File: config.mk
export PLATFORM = sky130hd
export DESIGN_NAME = spi_slave_enc_dec
export DESIGN_NICKNAME = d
export VERILOG_FILES = /design/src/rtl/spi_slave_enc_dec.sv
export SDC_FILE = /design/constraint.sdc
export NUM_CORES = 1
export LEC_CHECK = 0
export CAP_MARGIN = 20
export CORE_ASPECT_RATIO = 1.25
export CORE_MARGIN = 5
export CORE_UTILIZATION = 50
export DETAILED_ROUTE_END_ITERATION = 16
export PLACE_DENSITY = 0.77
export REMOVE_ABC_BUFFERS = 1
export SETUP_SLACK_MARGIN = 0.1
export SYNTH_ARGS = -nofsm -noshare
export SYNTH_HDL_FRONTEND = slang
export SYNTH_SLANG_ARGS = --single-unit
File: constraint.sdc
create_clock -name in_clk -period 2.9 [get_ports in_clk]
set_input_delay 0.435 -clock in_clk [delete_from_list [all_inputs] [get_ports in_clk]]
set_output_delay 0.435 -clock in_clk [all_outputs]
set_load 0.005 [all_outputs]
File: src/rtl/spi_slave_enc_dec.sv
`default_nettype none
// ============================================================================
// Module      : spi_slave_enc_dec
// Description : Serial responder for the enc/dec link. It receives {msg,key}
//               on Mosi, runs one core handshake, then returns the result on
//               Miso with Out_clk as the per-bit strobe.
//               Optional macro SPI_SLAVE_TIMEOUT_EN adds a core-wait watchdog.
// Revision    : 1.0 - initial release
// ============================================================================
module spi_slave_enc_dec #(
    parameter int NB             = 4,
    parameter int NK             = 8,
    parameter int TIMEOUT_CYCLES = 1024
) (
    input  logic               in_clk,
    input  logic               in_rst_n,
    input  logic               cs_enc_dec,
    input  logic               Mosi,
    output logic               Miso,
    output logic               Out_clk,
    output logic               core_start,
    output logic [32*NB-1:0]   core_msg,
    output logic [32*NK-1:0]   core_key,
    input  logic               core_done,
    input  logic [32*NB-1:0]   core_result,
    output logic               frame_done,
    output logic               frame_err
);

    localparam int MSG_W   = 32 * NB;
    localparam int KEY_W   = 32 * NK;
    localparam int FRAME_W = MSG_W + KEY_W;
    localparam int CNT_W   = $clog2(FRAME_W + 1);

    localparam logic [CNT_W-1:0] C_FRAME_BITS = CNT_W'(FRAME_W);
    localparam logic [CNT_W-1:0] C_MSG_BITS   = CNT_W'(MSG_W);
    localparam logic [CNT_W-1:0] C_CNT_ONE    = CNT_W'(1);

    typedef enum logic [2:0] {
        S_IDLE      = 3'd0,
        S_RECV      = 3'd1,
        S_WAIT_CORE = 3'd2,
        S_SEND      = 3'd3,
        S_DONE      = 3'd4
    } state_t;

    state_t              r_state;
    logic [CNT_W-1:0]    r_cnt;
    logic [FRAME_W-1:0]  r_rx_sr;
    logic [MSG_W-1:0]    r_tx_sr;
    logic                r_armed;

`ifdef SPI_SLAVE_TIMEOUT_EN
    localparam int TO_W = $clog2(TIMEOUT_CYCLES + 1);
    localparam logic [TO_W-1:0] C_TO_LAST = TO_W'(TIMEOUT_CYCLES - 1);
    logic [TO_W-1:0]     r_wait_cnt;
`else
    logic                w_unused_timeout;
    assign w_unused_timeout = ^TIMEOUT_CYCLES;
`endif

    always_ff @(posedge in_clk or negedge in_rst_n) begin
        if (!in_rst_n) begin
            r_state    <= S_IDLE;
            r_cnt      <= '0;
            r_rx_sr    <= '0;
            r_tx_sr    <= '0;
            r_armed    <= 1'b1;
            Miso       <= 1'b0;
            Out_clk    <= 1'b0;
            core_start <= 1'b0;
            core_msg   <= '0;
            core_key   <= '0;
            frame_done <= 1'b0;
            frame_err  <= 1'b0;
`ifdef SPI_SLAVE_TIMEOUT_EN
            r_wait_cnt <= '0;
`endif
        end else begin
            core_start <= 1'b0;
            frame_done <= 1'b0;
            frame_err  <= 1'b0;
            // A new frame needs cs seen low at least once since the last one
            if (!cs_enc_dec) begin
                r_armed <= 1'b1;
            end

            if (!cs_enc_dec && (r_state inside {S_RECV, S_WAIT_CORE, S_SEND})) begin
                frame_err <= 1'b1;
                Out_clk   <= 1'b0;
                Miso      <= 1'b0;
                r_cnt     <= '0;
                r_state   <= S_IDLE;
            end else begin
                case (r_state)
                    S_IDLE: begin
                        Out_clk <= 1'b0;
                        Miso    <= 1'b0;
                        if (cs_enc_dec && r_armed) begin
                            r_rx_sr <= {r_rx_sr[FRAME_W-2:0], Mosi};
                            r_cnt   <= C_CNT_ONE;
                            r_state <= S_RECV;
                        end
                    end

                    S_RECV: begin
                        if (r_cnt == C_FRAME_BITS) begin
                            core_msg   <= r_rx_sr[FRAME_W-1:KEY_W];
                            core_key   <= r_rx_sr[KEY_W-1:0];
                            core_start <= 1'b1;
                            r_cnt      <= '0;
                            r_state    <= S_WAIT_CORE;
`ifdef SPI_SLAVE_TIMEOUT_EN
                            r_wait_cnt <= '0;
`endif
                        end else begin
                            r_rx_sr <= {r_rx_sr[FRAME_W-2:0], Mosi};
                            r_cnt   <= r_cnt + C_CNT_ONE;
                        end
                    end

                    S_WAIT_CORE: begin
                        // MSB goes out on the same edge that captures the result
                        if (core_done) begin
                            r_tx_sr <= {core_result[MSG_W-2:0], 1'b0};
                            Miso    <= core_result[MSG_W-1];
                            Out_clk <= 1'b1;
                            r_cnt   <= C_CNT_ONE;
                            r_state <= S_SEND;
                        end
`ifdef SPI_SLAVE_TIMEOUT_EN
                        else if (r_wait_cnt == C_TO_LAST) begin
                            frame_err <= 1'b1;
                            r_armed   <= 1'b0;
                            r_state   <= S_IDLE;
                        end else begin
                            r_wait_cnt <= r_wait_cnt + TO_W'(1);
                        end
`endif
                    end

                    S_SEND: begin
                        if (r_cnt == C_MSG_BITS) begin
                            Out_clk    <= 1'b0;
                            Miso       <= 1'b0;
                            frame_done <= 1'b1;
                            r_armed    <= 1'b0;
                            r_cnt      <= '0;
                            r_state    <= S_DONE;
                        end else begin
                            Miso    <= r_tx_sr[MSG_W-1];
                            r_tx_sr <= r_tx_sr << 1;
                            r_cnt   <= r_cnt + C_CNT_ONE;
                        end
                    end

                    S_DONE: begin
                        r_state <= S_IDLE;
                    end

                    default: begin
                        r_state <= S_IDLE;
                    end
                endcase
            end
        end
    end

endmodule
`default_nettype wire

==> qor.yml, run 1 <==
floorplanning:
  coreArea_sq_um: 73600
  start_util_pct: 50.5
  die_y_um: 315
  floorplan.rows: 111
  pin_count: 522
  die_x_um: 254
  dieArea_sq_um: 80000
drt:
  initialDrtViolationCount: 796
  totalWireLength_um: 81100
  dr.pass1.iters: 6
  vias: 19500
  drc_errors: 0
  avgViaCountPerCell: 5.23
  routedWlPerCell_um: 21.7
  ant_nets: 0
logic_synthesis:
  yosys-top-cells-area: "dfrtp_1, mux2_2, mux2_4"
  yosys.area.top_type: "dfrtp_1"
  synthCells: 2137
  synth_top_area_share_pct: 61.3
  ys_warn_count: 0
  synth.most_common_cell: "dfrtp_1"
  syn_area_sq_um: 37200
  synth-seq-area-share_pct: 61.4
  yosys_register_bits: 913
  ys.flop_type: "dfrtp_1"
  synth.avg_cell_area_sq_um: 17.4
  synth-edff-count: 0
  async_flop_share_pct: 100
  synth_commonest_cells: "dfrtp_1, mux2_2, mux2_4"
  yosysUniqueCellTypes: 44
worst_setup_path:
  crit_path_end: "r_rx_sr[13]"
  crit_buf_inv: 3
  path_delay_family: "buffers and inverters"
  critPathMaxFanout: 44
  critical_path_arrival_ns: 3.09
  end_kind: "register"
  crit_type: "reg -> reg"
  cp.depth: 8
  cp-startpoint: "r_cnt[0]"
  cp.required_ns: 3.40
  crit_chain: "inv_1 > ha_1 > nor4bb_4 > and2_4 > a311o_2 > buf_12 > buf_12 > mux2_2"
  cp-start-kind: "register"
  rr_worst_depth: 8
  reg2reg_to: "r_rx_sr[13]"
  r2r_slack_ns: 0.31
  path_common_cell: "buf_12"
  critPathMaxStageDelay_ns: 0.44
  rr_startpoint: "r_cnt[0]"
  crit_path_top_delay_cell: "dfrtp_1"
global_route:
  top_usage_layer: "met2"
  grtUsageMet3_pct: 5.35
  grt_pass1_vias: 22000
  grt_pass1_wl_um: 128000
  gr-total-overflow: 0
  grtUsageTotal_pct: 20.0
  antenna_found_initial: 0
  met1_usage_pct: 25.8
  grt_util_met2_pct: 34.0
  grt_max_degree: 113
cts:
  cts_max_level: 3
  clk_path_buf_depth: 3
  insertion_delay_ns: 0.63
  cts_sinks: 913
  root_buffer: "clkbuf_16"
  cts_inserted_buffers: 86
  cts_tree: "done"
  clk_transition_reported_paths_ns: 0.06
  post_cts_buffers: 0
  hold_buffers: 1
  post_cts_resized: 0
sta:
  finalCritPeriodShare_pct: 89.3
  worst_pin_slew_ns: 0.643
  fmax_ghz: 0.386
  finClkSkew_ns: 0.0297
  worst_slew_margin_rel_pct: 57.1
  rsz0062_at_grt: "no"
  tns_ns: 0
  hold_viol_final: 0
  finalSetupViolCount: 0
  period_minus_slack_ns: 2.59
  finalMaxSlewViolations: 0
layout:
  post-route-util_pct: 63.2
  nets: 2841
  nFillCells: 5148
  regArea_sq_um: 22800
  area_growth_syn_to_layout_pct: 25.0
  final_layout_size_suffix_gt1_share_pct: 37.0
  final_area_sq_um: 46500
  multiInputGateArea_sq_um: 13300
run_status:
  status: "finished, final reports clean"
pwr:
  clkPwrFrac_pct: 44.1
  ir_drop_v: 0.000431
  comb_power_share_pct: 4.9
  leakage_nw: 23.1
  swShare_pct: 21.6
  seqPwrFrac_pct: 51.0
  power_switching_mw: 5.63
  p_per_area_nw_per_um2: 561
  p_int_mw: 20.5
run:
  cap_violations: 0
placement:
  port_buffers: 521
  gp_congestion: 0.832
  place_area_sq_um: 43500
  dp_hpwl_um: 56400
hold_path:
  worstHoldPathType: "in -> async"
## state kept, by name, summed over array words and instances (netlist names), 3 cells and up
name / flops
r_rx_sr: 384
core_key: 256
core_msg: 128
r_tx_sr: 127
r_cnt: 9
r_state: 3
## through the flow
step | setup WS (ns) | hold WS, ns | std cells | power, mW
2_1_floorplan | -14.56 | 0.139 | 2019 | 14.5
3_3_place_gp | 0.0831 | 0.457 | 3577 | 14.8
3_5_place_dp | 0.0835 | 0.456 | 3577 | 14.8
4_1_cts | 0.321 | 0.366 | 3735 | 26.4
5_1_grt | 0.199 | 0.404 | 3735 | 27.1
6_report | 0.310 | 0.392 | 3736 | 26.1
## worst min path at each step
stage	from	endpoint	slack, ns	depth (start not counted)
final	in_rst_n	r_tx_sr[19]	0.39	2
after floorplan	in_rst_n	Miso	0.14	0
after detailed placement	in_rst_n	r_tx_sr[19]	0.46	1
after global routing	Mosi	r_rx_sr[0]	0.40	2
after global placement	in_rst_n	r_tx_sr[20]	0.46	1
after CTS	in_rst_n	r_tx_sr[19]	0.37	2
## placed cells by master (no fill, tap or decap), types with 2 or more instances in the layout
master	n
mux2_1	223
bufinv_16	5
ha_1	2
buf_4	47
mux2_2	469
a32o_1	2
inv_8	2
nand3_1	8
or3_1	2
nand2_1	9
clkbuf_8	25
dfrtp_1	912
mux2i_1	2
a21o_1	2
buf_12	30
o21ai_0	6
nand4_1	2
clkinv_2	12
clkinv_8	2
clkbuf_16	89
o311ai_0	3
a21oi_1	4
nor2b_1	2
nor2_1	7
clkinvlp_4	3
nand3b_1	2
xor2_1	3
nor3_1	3
and3_1	4
mux2_4	330
inv_6	4
clkbuf_1	16
inv_1	5
clkdlybuf4s50_1	520
## power by group through the flow
stage	clock, mW	sequential, mW	combinational, mW
after floorplan	0	13.4	1.02
after global placement	0	13.5	1.25
after detailed placement	0	13.5	1.31
after CTS	11.8	13.3	1.32
after global routing	12.3	13.3	1.42
final	11.5	13.3	1.29
## routing by layer
| layer | part of all wire (%) | vias to the layer above | wire (um) |
|---|---|---|---|
| met5 | 0 | - | 0 |
| met4 | 2.1 | 0 | 1720 |
| met3 | 6.7 | 119 | 5460 |
| met2 | 50 | 516 | 40400 |
| met1 | 41 | 10200 | 33500 |
| li1 | - | 8747 | - |
## logic make-up after synthesis
kind of cell | share of synthesized area, %
compound gates | 0.451
simple gates | 0.767
xor+xnor | 0.0706
mux | 34.3
buf+inv | 2.92
fa+ha+maj | 0.0672
flops | 61.4
## layout make-up
class                      instances  share of cell area [%]
antenna                            1                 0.00538
tap                              960                    2.58
multi-input combinational       1100                    28.6
clock inverter                    27                   0.670
timing repair buffer             599                    13.3
clock buffer                     130                    5.66
inverter                           6                  0.0646
sequential                       913                    49.1
(Power assumes the default switching activity.)
==> run 2: changes to the inputs <==
--- a/config.mk
+++ b/config.mk
@@ -12,7 +12,6 @@
 export DETAILED_ROUTE_END_ITERATION = 16
 export PLACE_DENSITY = 0.77
 export REMOVE_ABC_BUFFERS = 1
-export SETUP_SLACK_MARGIN = 0.1
 export SYNTH_ARGS = -nofsm -noshare
 export SYNTH_HDL_FRONTEND = slang
 export SYNTH_SLANG_ARGS = --single-unit
==> results of run 2 <==
No change in the layout: final DEF, timing and power equal those of run 1.
==> run 3: changes to the inputs <==
--- a/config.mk
+++ b/config.mk
@@ -7,7 +7,7 @@
 export LEC_CHECK = 0
 export CAP_MARGIN = 20
 export CORE_ASPECT_RATIO = 1.25
-export CORE_MARGIN = 5
+export CORE_MARGIN = 4
 export CORE_UTILIZATION = 50
 export DETAILED_ROUTE_END_ITERATION = 16
 export PLACE_DENSITY = 0.77
==> constraint.sdc (replaced) <==
create_clock -name in_clk -period 2.9 [get_ports in_clk]
set_input_delay 0.29 -clock in_clk [delete_from_list [all_inputs] [get_ports in_clk]]
set_output_delay 0.29 -clock in_clk [all_outputs]
set_load 0.005 [all_outputs]
==> qor.yml, run 3 (synthesis gave the netlist of run 1 again) <==
run_status:
  status: "finished, final reports clean"
layout:
  area_growth_syn_to_layout_pct: 24.7
  regMostFlops: "r_rx_sr"
  most-common-layout-cells: "dfrtp_1, clkdlybuf4s50_1, mux2_2"
  nets: 2823
  final_layout_size_suffix_gt1_share_pct: 36.4
  final_area_sq_um: 46400
  post-route-util_pct: 63.0
  largest_reg_flops: 384
  reg_top3: "r_rx_sr x384, core_key x256, core_msg x128"
  layout_commonest_cell: "dfrtp_1"
pwr:
  ir_drop_v: 0.000448
  p_per_area_nw_per_um2: 565
  power_mw: 26.2
  leakage_nw: 23.0
placement:
  gp_congestion: 0.823
  dp_hpwl_um: 55100
  port_buffers: 521
  place_area_sq_um: 43400
worst_setup_path:
  crit_buf_inv: 3
  critPathMaxFanout: 23
  crit_path_top_delay_cell: "dfrtp_1"
  crit_type: "reg -> reg"
  critical_path_arrival_ns: 3.20
  cp.required_ns: 3.40
  path_delay_family: "buffers and inverters"
  end_kind: "register"
  critPathMaxStageDelay_ns: 0.44
  crit_chain: "inv_1 > ha_1 > nor4bb_4 > and2_4 > a311o_2 > buf_12 > buf_4 > mux2_2"
  cp-start-kind: "register"
global_route:
  top_usage_layer: "met2"
  met1_usage_pct: 26.3
  grtUsageTotal_pct: 20.3
  grt_pass1_vias: 21700
  grt_util_met2_pct: 33.1
  grt_max_degree: 106
  antenna_found_initial: 2
  gr-total-overflow: 0
  grt_pass1_wl_um: 128000
  grtUsageMet3_pct: 5.73
cts:
  post_cts_buffers: 0
  cts_max_level: 3
  insertion_delay_ns: 0.63
  clk_transition_reported_paths_ns: 0.06
  cts_tree: "done"
  cts_inserted_buffers: 88
  cts_sinks: 913
  root_buffer: "clkbuf_16"
  clk_path_buf_depth: 3
sta:
  tns_ns: 0
  finClkSkew_ns: 0.0234
  finalMaxSlewViolations: 0
  period_minus_slack_ns: 2.70
  worst_pin_slew_ns: 0.930
  rsz0062_at_grt: "no"
  finalSetupViolCount: 0
  worst_slew_margin_rel_pct: 38.0
  finalCritPeriodShare_pct: 93.1
  hold_viol_final: 0
  fmax_ghz: 0.370
floorplanning:
  pin_count: 522
  floorplan.rows: 111
  dieArea_sq_um: 78900
  die_y_um: 313
  coreArea_sq_um: 73600
  start_util_pct: 50.5
  die_x_um: 252
drt:
  initialDrtViolationCount: 955
  vias: 19500
  avgViaCountPerCell: 5.25
  dr.pass1.iters: 5
  ant_nets: 0
  routedWlPerCell_um: 21.7
  drc_errors: 0
  totalWireLength_um: 80500
run:
  cap_violations: 0
hold_path:
  worstHoldPathType: "in -> reg"
-- run 3: changes by cell type in the layout (fill, tap and decap cells not counted), sizes merged --
cell      previous run  this run
bufinv               5         6
clkinvlp             3         2
clkbuf             130       135
clkinv              14        13
buf                 78        58
inv                 11         8
-- run 3: worst paths after layout --
kind / cells after the start / slack, ns / to / startpoint
worst max-delay path: 8 / 0.20 / r_rx_sr[331] / r_cnt[0]
worst min-delay path: 2 / 0.29 / r_rx_sr[0] / Mosi
worst max register to register: 8 / 0.20 / r_rx_sr[331] / r_cnt[0]
worst min register to register: 1 / 0.48 / core_key[221] / core_key[221]
max in group asynchronous: 3 / 1.61 / core_key[210] / in_rst_n
min in group asynchronous: 2 / 0.31 / core_msg[63] / in_rst_n
-- run 3: layer usage --
layer	part of all wire, %	vias to the layer above
met5	0	-
li1	-	8693
met3	7.0	120
met1	42	10200
met2	48	515
met4	3.0	0
-- run 3: where the power goes --
| part | internal, mW | switching, mW | leakage [nW] |
|---|---|---|---|
| Combinational | 0.679 | 0.605 | 8.93 |
| Sequential | 13.1 | 0.252 | 12.6 |
| Clock | 6.86 | 4.76 | 1.46 |
| Total | 20.6 | 5.61 | 23.0 |
-- run 3: final cells by class --
class / instances / area, sq um
sequential: 913 / 22800
clock buffer: 135 / 2660
clock inverter: 23 / 297
tap: 960 / 1200
inverter: 6 / 30.0
timing repair buffer: 579 / 6060
antenna: 1 / 2.50
fill: 5125 / 27200
multi-input combinational: 1100 / 13300
-- run 3: repair_timing --
action / CTS / global route
resized for setup: 0 / 0
endpoints found under the hold margin: 48 / 0
hold buffers: 1 / 0
-- run 3: per-stage QoR --
stage / hold WS, ns / std cells / worst slack, ns
6_report: 0.292 / 3717 / 0.199
5_1_grt: 0.247 / 3716 / 0.0567
4_1_cts: 0.233 / 3716 / 0.172
3_5_place_dp: 0.380 / 3557 / 0.205
3_3_place_gp: 0.371 / 3557 / 0.242
2_1_floorplan: -0.00559 / 2019 / -14.56
